<file path="src/rtl/vmvmb_seq_ctrl.sv">
// rtl/vmvmb_seq_ctrl.sv - sequential LSTM gate pre-activation scheduler, one shared MAC (option: VMVMB_SAT_EN saturates out_data)
module vmvmb_seq_ctrl #(
    parameter int M_SIZE = 100,
    parameter int N_SIZE = 400
) (
    input  logic                          clk,
    input  logic                          rst_n,
    input  logic                          start,
    output logic                          busy,
    output logic                          done,
    output logic                          rd_en,
    output logic                          sel_h,
    output logic [$clog2(M_SIZE)-1:0]     vec_addr,
    output logic [$clog2(N_SIZE)-1:0]     mat_col,
    input  logic signed [31:0]            vec_rdata,
    input  logic signed [31:0]            mat_rdata,
    output logic                          bias_rd_en,
    output logic [$clog2(N_SIZE)-1:0]     bias_addr,
    input  logic signed [31:0]            bias_rdata,
    output logic                          out_valid,
    input  logic                          out_ready,
    output logic signed [31:0]            out_data,
    output logic [$clog2(N_SIZE)-1:0]     out_idx
);

    localparam int VW = $clog2(M_SIZE);
    localparam int NW = $clog2(N_SIZE);
    localparam int KW = $clog2(2 * M_SIZE);
    localparam int AW = 64 + $clog2(2 * M_SIZE + 1);

    localparam logic [KW-1:0] K_LAST = KW'(2 * M_SIZE - 1);
    localparam logic [KW-1:0] K_HALF = KW'(M_SIZE);
    localparam logic [VW-1:0] V_OFS  = VW'(M_SIZE);
    localparam logic [NW-1:0] J_LAST = NW'(N_SIZE - 1);

    typedef enum logic [1:0] {
        S_IDLE  = 2'd0,
        S_READ  = 2'd1,
        S_DRAIN = 2'd2,
        S_OUT   = 2'd3
    } state_t;

    state_t                 r_state;
    state_t                 w_state_nxt;
    logic [KW-1:0]          r_k;
    logic [NW-1:0]          r_j;
    logic signed [AW-1:0]   r_acc;
    logic                   r_data_vld;
    logic                   r_data_first;
    logic                   r_done;

    logic                   w_rd;
    logic                   w_hi_half;
    logic                   w_hs;
    logic signed [63:0]     w_prod;
    logic signed [AW-1:0]   w_prod_ext;
    logic signed [AW-1:0]   w_bias_ext;
    logic signed [31:0]     w_out;

    // Next-state logic; reads are issued only while in READ
    always_comb begin
        w_state_nxt = r_state;
        w_rd        = 1'b0;
        case (r_state)
            S_IDLE: begin
                if (start) begin
                    w_state_nxt = S_READ;
                end
            end
            S_READ: begin
                w_rd = 1'b1;
                if (r_k == K_LAST) begin
                    w_state_nxt = S_DRAIN;
                end
            end
            S_DRAIN: begin
                w_state_nxt = S_OUT;
            end
            S_OUT: begin
                if (out_ready) begin
                    w_state_nxt = (r_j == J_LAST) ? S_IDLE : S_READ;
                end
            end
            default: begin
                w_state_nxt = S_IDLE;
            end
        endcase
    end

    assign w_hs      = (r_state == S_OUT) && out_ready;
    assign w_hi_half = (r_k >= K_HALF);

    // State register
    always_ff @(posedge clk or negedge rst_n) begin
        if (!rst_n) begin
            r_state <= S_IDLE;
        end else begin
            r_state <= w_state_nxt;
        end
    end

    // Read index k walks x then h_prev once per column and wraps to 0 for the next column
    always_ff @(posedge clk or negedge rst_n) begin
        if (!rst_n) begin
            r_k <= '0;
        end else if (w_rd) begin
            r_k <= (r_k == K_LAST) ? '0 : r_k + 1'b1;
        end else if (r_state != S_READ) begin
            r_k <= '0;
        end
    end

    // Column index j advances on each output handshake and returns to 0 after the last column
    always_ff @(posedge clk or negedge rst_n) begin
        if (!rst_n) begin
            r_j <= '0;
        end else if (w_hs) begin
            r_j <= (r_j == J_LAST) ? '0 : r_j + 1'b1;
        end
    end

    // Memory data arrives one cycle after the strobe; track which cycles carry operands
    always_ff @(posedge clk or negedge rst_n) begin
        if (!rst_n) begin
            r_data_vld   <= 1'b0;
            r_data_first <= 1'b0;
        end else begin
            r_data_vld   <= w_rd;
            r_data_first <= w_rd && (r_k == '0);
        end
    end

    assign w_prod     = $signed({{32{vec_rdata[31]}}, vec_rdata}) *
                        $signed({{32{mat_rdata[31]}}, mat_rdata});
    assign w_prod_ext = {{(AW-64){w_prod[63]}}, w_prod};
    assign w_bias_ext = {{(AW-32){bias_rdata[31]}}, bias_rdata};

    // Accumulator: the first operand pair of a column also folds in the bias
    always_ff @(posedge clk or negedge rst_n) begin
        if (!rst_n) begin
            r_acc <= '0;
        end else if (r_data_vld) begin
            if (r_data_first) begin
                r_acc <= w_bias_ext + w_prod_ext;
            end else begin
                r_acc <= r_acc + w_prod_ext;
            end
        end
    end

    // Completion pulse follows the handshake of the last column
    always_ff @(posedge clk or negedge rst_n) begin
        if (!rst_n) begin
            r_done <= 1'b0;
        end else begin
            r_done <= w_hs && (r_j == J_LAST);
        end
    end

`ifdef VMVMB_SAT_EN
    logic w_ovf;
    // Out of 32-bit range when the bits above bit 30 are not all copies of the sign
    assign w_ovf = (|r_acc[AW-1:31]) && !(&r_acc[AW-1:31]);
    assign w_out = w_ovf ? (r_acc[AW-1] ? 32'sh8000_0000 : 32'sh7FFF_FFFF) : r_acc[31:0];
`else
    assign w_out = r_acc[31:0];
`endif

    // vec_addr uses modular arithmetic in VW bits: k-M_SIZE always fits below M_SIZE
    assign busy       = (r_state != S_IDLE);
    assign done       = r_done;
    assign rd_en      = w_rd;
    assign sel_h      = w_rd && w_hi_half;
    assign vec_addr   = !w_rd ? '0 : (w_hi_half ? r_k[VW-1:0] - V_OFS : r_k[VW-1:0]);
    assign mat_col    = r_j;
    assign bias_rd_en = w_rd && (r_k == '0);
    assign bias_addr  = r_j;
    assign out_valid  = (r_state == S_OUT);
    assign out_data   = w_out;
    assign out_idx    = r_j;

endmodule
</file>
<file path="config.mk">
export PLATFORM = sky130hd
export DESIGN_NAME = vmvmb_seq_ctrl
export DESIGN_NICKNAME = d
export VERILOG_FILES = /design/src/rtl/vmvmb_seq_ctrl.sv
export SDC_FILE = /design/constraint.sdc
export NUM_CORES = 1
export LEC_CHECK = 0
export CAP_MARGIN = 30
export CORE_UTILIZATION = 60
export CTS_BUF_LIST = sky130_fd_sc_hd__clkbuf_8
export CTS_CLUSTER_SIZE = 16
export DETAILED_ROUTE_END_ITERATION = 10
export PLACE_DENSITY = 0.82
export SYNTH_ARGS = -nofsm -noshare
export SYNTH_HDL_FRONTEND = slang
export SYNTH_SLANG_ARGS = --single-unit
export TNS_END_PERCENT = 100
</file>
<file path="constraint.sdc">
create_clock -name clk -period 3.6 [get_ports clk]
set_input_delay 0.36 -clock clk [delete_from_list [all_inputs] [get_ports clk]]
set_output_delay 0.36 -clock clk [all_outputs]
set_load 0.05 [all_outputs]
</file>
==> Word level (Yosys, flattened, before mapping) <==
Cells that the tools add are included.
{ "op_classes": {"n_addsub": 5, "n_reduce_logical": 9, "eq_ne": 9, "muxes": 13, "order_cmp": 1, "n_mul": 1} }
{ "ops": {"columns": ["op", "count"], "rows": [
  ["adder 72 x 64 -> 72 bit", 1],
  ["2-to-1 mux 72 bit", 1],
  ["adder 32 x 64 -> 65 bit", 1],
  ["multiplier 32 x 32 -> 64 bit", 1],
  ["2-to-1 mux 8 bit", 3],
  ["2-to-1 mux 7 bit", 2],
  ["adder 9 x 1 -> 9 bit, second input constant", 1],
  ["== test 9 bit, second input constant", 1],
  ["2-to-1 mux 9 bit", 1],
  ["adder 8 x 1 -> 8 bit, second input constant", 1],
  ["== test 8 bit, second input constant", 1],
  ["greater-or-equal comparator 8 x 7 -> 1 bit, second input constant", 1],
  ["logical NOT 8 bit", 1],
  ["one-hot mux 2 bit (4 select lines)", 1],
  ["subtractor 7 bit, second input constant", 1],
  ["2-to-1 mux 2 bit", 3],
  ["== test 2 bit, second input constant", 2],
  ["logical AND 1 bit", 4],
  ["!= test 2 x 1 -> 1 bit, second input constant", 2],
  ["!= test 2 bit, second input constant", 2],
  ["nonzero test 2 bit", 2],
  ["AND reduction 3 bit", 1],
  ["== test 2 x 1 -> 1 bit, second input constant", 1],
  ["logical NOT 2 bit", 1],
  ["2-to-1 mux 1 bit", 2]
]} }
{ "word_totals": {"elab_cells": 45, "out_inout_bits": 72, "reg_bits": 94, "inputBits": 100} }

==> Longest topological paths before layout <==
{ "depth": {"word_depth": 4, "mapped_depth": 39, "mapped_depth_nobuf": 37} }

==> Worst setup path before layout <==
Ideal clock, no wire load.
{ "synth_timing": {"path_kind": "input to register", "start": "in mat_rdata[4]", "end": "reg r_acc[31]", "stages": 37, "path_buffers": 2, "required_ns": 3.508, "arrival_ns": 8.796, "slack_ns": -5.288, "setup_ns": 0.092, "cell_sequence": "clkbuf_1 clkbuf_1 and2_1 fa_1 inv_1 fa_1 inv_1 fa_1 inv_1 fa_1 inv_1 ha_1 ha_1 fa_1 inv_1 fa_1 inv_1 ha_1 a2111oi_4 o21ai_2 a311oi_2 o21ai_0 nand2_1 nand2b_1 a21oi_1 xnor2_1 ha_1 and3_1 a221o_1 o21ai_0 nand2_1 a2111oi_2 o21ai_1 a41oi_1 mux2i_1 a31oi_1 o31ai_2"} }
{ "synth_via": {"elab_chain_cells": 3, "elab_cells_between_ends": 4, "cone_classes": "add/sub (2); mul (1); mux (1)"} }
{ "synth_lines": {"columns": ["item", "line", "rtl"], "rows": [
  ["from (decl)", "16", "input logic signed [31:0] mat_rdata,"],
  ["multiplier 32 x 32 -> 64 bit *", "133", "assign w_prod = $signed({{32{vec_rdata[31]}}, vec_rdata}) *"],
  ["adder 72 x 64 -> 72 bit / adder 32 x 64 -> 65 bit (equally long branches)", "146, 144", null],
  ["2-to-1 mux 72 bit *", "143", "if (r_data_first) begin"],
  ["to (signal assigned)", "144", "r_acc <= w_bias_ext + w_prod_ext;"],
  ["to (signal assigned)", "146", "r_acc <= r_acc + w_prod_ext;"],
  ["to (decl)", "47", "logic signed [AW-1:0] r_acc;"]
]} }
Mark *: on every way between the ends. The rest lies on a longest branch, timed or not.
A chain may end at the register's enable or synchronous reset.

==> Worst setup path after layout <==
{ "layout_timing": {"start": "in vec_rdata[9]", "end": "reg r_acc[31]"} }
{ "layout_via": {"elab_chain_cells": 3, "elab_cells_between_ends": 4, "cone_classes": "add/sub (2); mul (1); mux (1)"} }
{ "layout_lines": {"columns": ["item", "line", "rtl"], "rows": [
  ["from (decl)", "15", "input logic signed [31:0] vec_rdata,"],
  ["multiplier 32 x 32 -> 64 bit *", "133", null],
  ["adder 72 x 64 -> 72 bit / adder 32 x 64 -> 65 bit (equally long branches)", "146, 144", null],
  ["2-to-1 mux 72 bit *", "143", null]
]} }
Marked as above.

==> impl_results.md <==
* Final setup violation count at 28
* Share of synthesized area occupied by flip-flops and latches at 6.07%
* CP max-delay cell: sky130_fd_sc_hd__fa_1
* Endpoint type of the worst setup path: flop
* Total vias in the final route at approximately 23000
* Final Net Count at between 3000 and 4000
* Initial Utilization at just over 60%
* Worst Setup Start Kind: input pin
* Maximum root-to-sink buffer count at 2
* Count of final max-slew check failures at 0
* RePlAce Congestion at ~1.0
* Total negative slack at -107870 ps
* Vias in the first global route at between 20000 and 25000
* ANT nets after route at 0
* Hold Fails Final Rpt at 0
* Post-synth net total at around 3300
* Highest clock rate at roughly 120 MHz
* Max-cap violations at 0
* Total die area at 0.0379 mm2
* Root Buffer: sky130_fd_sc_hd__clkbuf_8
* Maximum fanout count along the critical path at 5
* Worst slew slack as a fraction of its limit at roughly a third
* Number of iterations in the first detailed-routing pass at 9
* Crit path time final at 8670 ps
* Number of H-tree levels at 2
* Critical path's largest stage delay at between 500 and 600 ps
* Portion of the clock cycle consumed by the worst path in the final layout at 241%
* Tightest Pin Transition at 973 ps
* Post-synthesis register bit count at 54
* Estimated wirelength of the detail-placed design at around 56000 um
* Type of the worst setup path: input pin to flop
* IO Port Bufs at 171
* Via density at 6.37
* CORE AREA at 0.0365 mm2
* Total routing usage reported by global routing at between 40% and 50%
* First-pass GRT wire length at 128000 um
* Highest-count cells in the layout ignoring fill and taps: 468 x sky130_fd_sc_hd__inv_1, 410 x sky130_fd_sc_hd__buf_4, 371 x sky130_fd_sc_hd__fa_1
* Chip height at 195 um
* DRC violation count after routing at 0
* Number of cells produced by synthesis at 2590
* Share of synthesized registers carrying an async set or reset at 100%
* Die X-Extent at between 150 and 200 um
* DR iter-0 viols at between 2000 and 3000
* Number of distinct library cells after synthesis at 70
* Top flip-flop cell by instance count after synthesis: sky130_fd_sc_hd__dfrtp_1
* Arr. time, crit path at 8910 ps
* Data required time at the worst endpoint at around 3800 ps
* Average routed wire per standard cell at around 25 um
* Clock buffers created by TritonCTS at 5
* Result of the run: complete, but fails checks
* Violated checks: setup timing
* Clock transition at the registers of the reported paths at between 100 and 150 ps
* Avg Inst Size Synth at roughly 8.6 um2
* Final core occ at 83.8%
* Post-synthesis cell area at about 0.022 mm2
* Number of top-level design ports at 172
* Worst clock skew at 26.0 ps
* Total routed wirelength at about 92000 um
* Finished layout cell area at 0.0306 mm2
* Warnings, synthesis at 0
* Hold Crit Class: input pin to async pin
* CTS tree: built
* Min setup slack post-route at -5070 ps
* Number of synthesized flops with an enable pin at 0
* Std cell rows at 70
* Insertion delay of the later-clocked pin in the worst-skew pair at 360 ps
* Placed cell area at around 0.028 mm2
* Number of clock sinks at 54
* Fraction of layout instances using a drive strength above 1 at around 29%
* Number of antenna violations at the first check in global routing at 3
* P&R area growth vs syn at 37.4%
* RSZ-0062 raised after global routing: yes
* Overall overflow remaining after global route at 0
* Maximum number of pins on one net before global-route repair at a little under 50
* Commonest non-fill, non-tap cell in the layout: sky130_fd_sc_hd__inv_1
[cells by family (layout without fill, tap and decap cells)]
| family | after synthesis | after routing | share of synthesized area [%] |
|---|---|---|---|
| simple gates | 779 | 779 | 17.7 |
| buf+inv | 661 | 1224 | 11.5 |
| fa+ha+maj | 637 | 637 | 49.6 |
| compound gates | 301 | 301 | 8.82 |
| xor+xnor | 148 | 148 | 5.82 |
| flops | 54 | 54 | 6.07 |
| mux | 10 | 10 | 0.472 |
| other cells | 0 | 4 | 0 |
[timing repair]
action,in CTS,in global routing
buffers inserted,89,34
pin swaps,228,198
hold buffers,1,0
gates cloned,11,0
setup endpoints to repair,28,33
resized for setup,395,172
endpoints found under the hold margin,10,0
[registers in the layout, summed over array words and instances, names as in the netlist]
signal,flops
r_data_first,1
r_data_vld,1
r_acc,32
bias_addr,9
r_state,2
done,1
r_k,8
[layer usage]
metal	up-vias	share of wire, %	global-route usage (%)
met3	880	14	9.18
li1	9032	-	-
met2	2213	44	71.8
met4	2	10	24.9
met5	-	0.013	0
met1	11000	32	52.8
[layout make-up]
type	instances	area, um2
tap	468	586
clock inverter	3	28.8
fill	1724	5930
inverter	538	2020
timing repair buffer	678	6060
sequential	54	1350
antenna	4	10.0
multi-input combinational	1875	20500
clock buffer	5	68.8
[worst paths after layout]
path                       depth (start not counted)   endpoint  slack, ps    startpoint
hold / removal                                     2   r_acc[6]        440         rst_n
hold reg to reg                                    1     r_k[0]        540        r_k[0]
setup / recovery                                  36  r_acc[31]      -5070  vec_rdata[9]
min in group clk                                   1     r_k[0]        540        r_k[0]
setup reg to reg                                  12  r_acc[24]        110      r_acc[0]
max in group asynchronous                          3  r_acc[12]       2610         rst_n
[synth_stat cells (all sizes together) (6+ instances only)]
master	number	share of area (%)
inv	538	9.1
fa	410	37
and2	305	8.6
nand2	284	4.8
ha	227	13
clkbuf	103	1.8
xnor2	102	4.0
a21oi	97	2.2
nor2	83	1.4
o21ai	60	1.4
dfrtp	54	6.1
xor2	46	1.8
a21o	40	1.4
nand3	24	0.54
buf	20	0.64
nand2b	16	0.45
and3	15	0.42
a211oi	13	0.44
a31oi	13	0.37
nor3	12	0.27
o21bai	11	0.37
nand4	10	0.28
o21a	10	0.34
o211ai	8	0.27
a211o	7	0.28
nor2b	7	0.20
mux2i	6	0.27
[worst max-delay path, delay by kind of cell]
| kind | cells | cell delay [ps] |
|---|---|---|
| AND/OR/NAND/NOR | 6 | 920 |
| multiplexers | 1 | 280 |
| AO/OA/AOI/OAI | 9 | 1950 |
| XOR/XNOR | 1 | 110 |
| adder cells (fa/ha/maj) | 10 | 4200 |
| buffers and inverters | 9 | 1060 |
[stage by stage]
step	setup WS (ps)	std cells	hold WS, ps
after floorplan	-4420	2590	64.4
after global placement	-5220	3487	491
after detailed placement	-5430	3488	294
after CTS	-4610	3593	434
after global routing	-5350	3621	456
final	-5070	3625	435
Power is not shown: default switching activity piles up to over one toggle a cycle in this logic, so the estimate is an artifact.
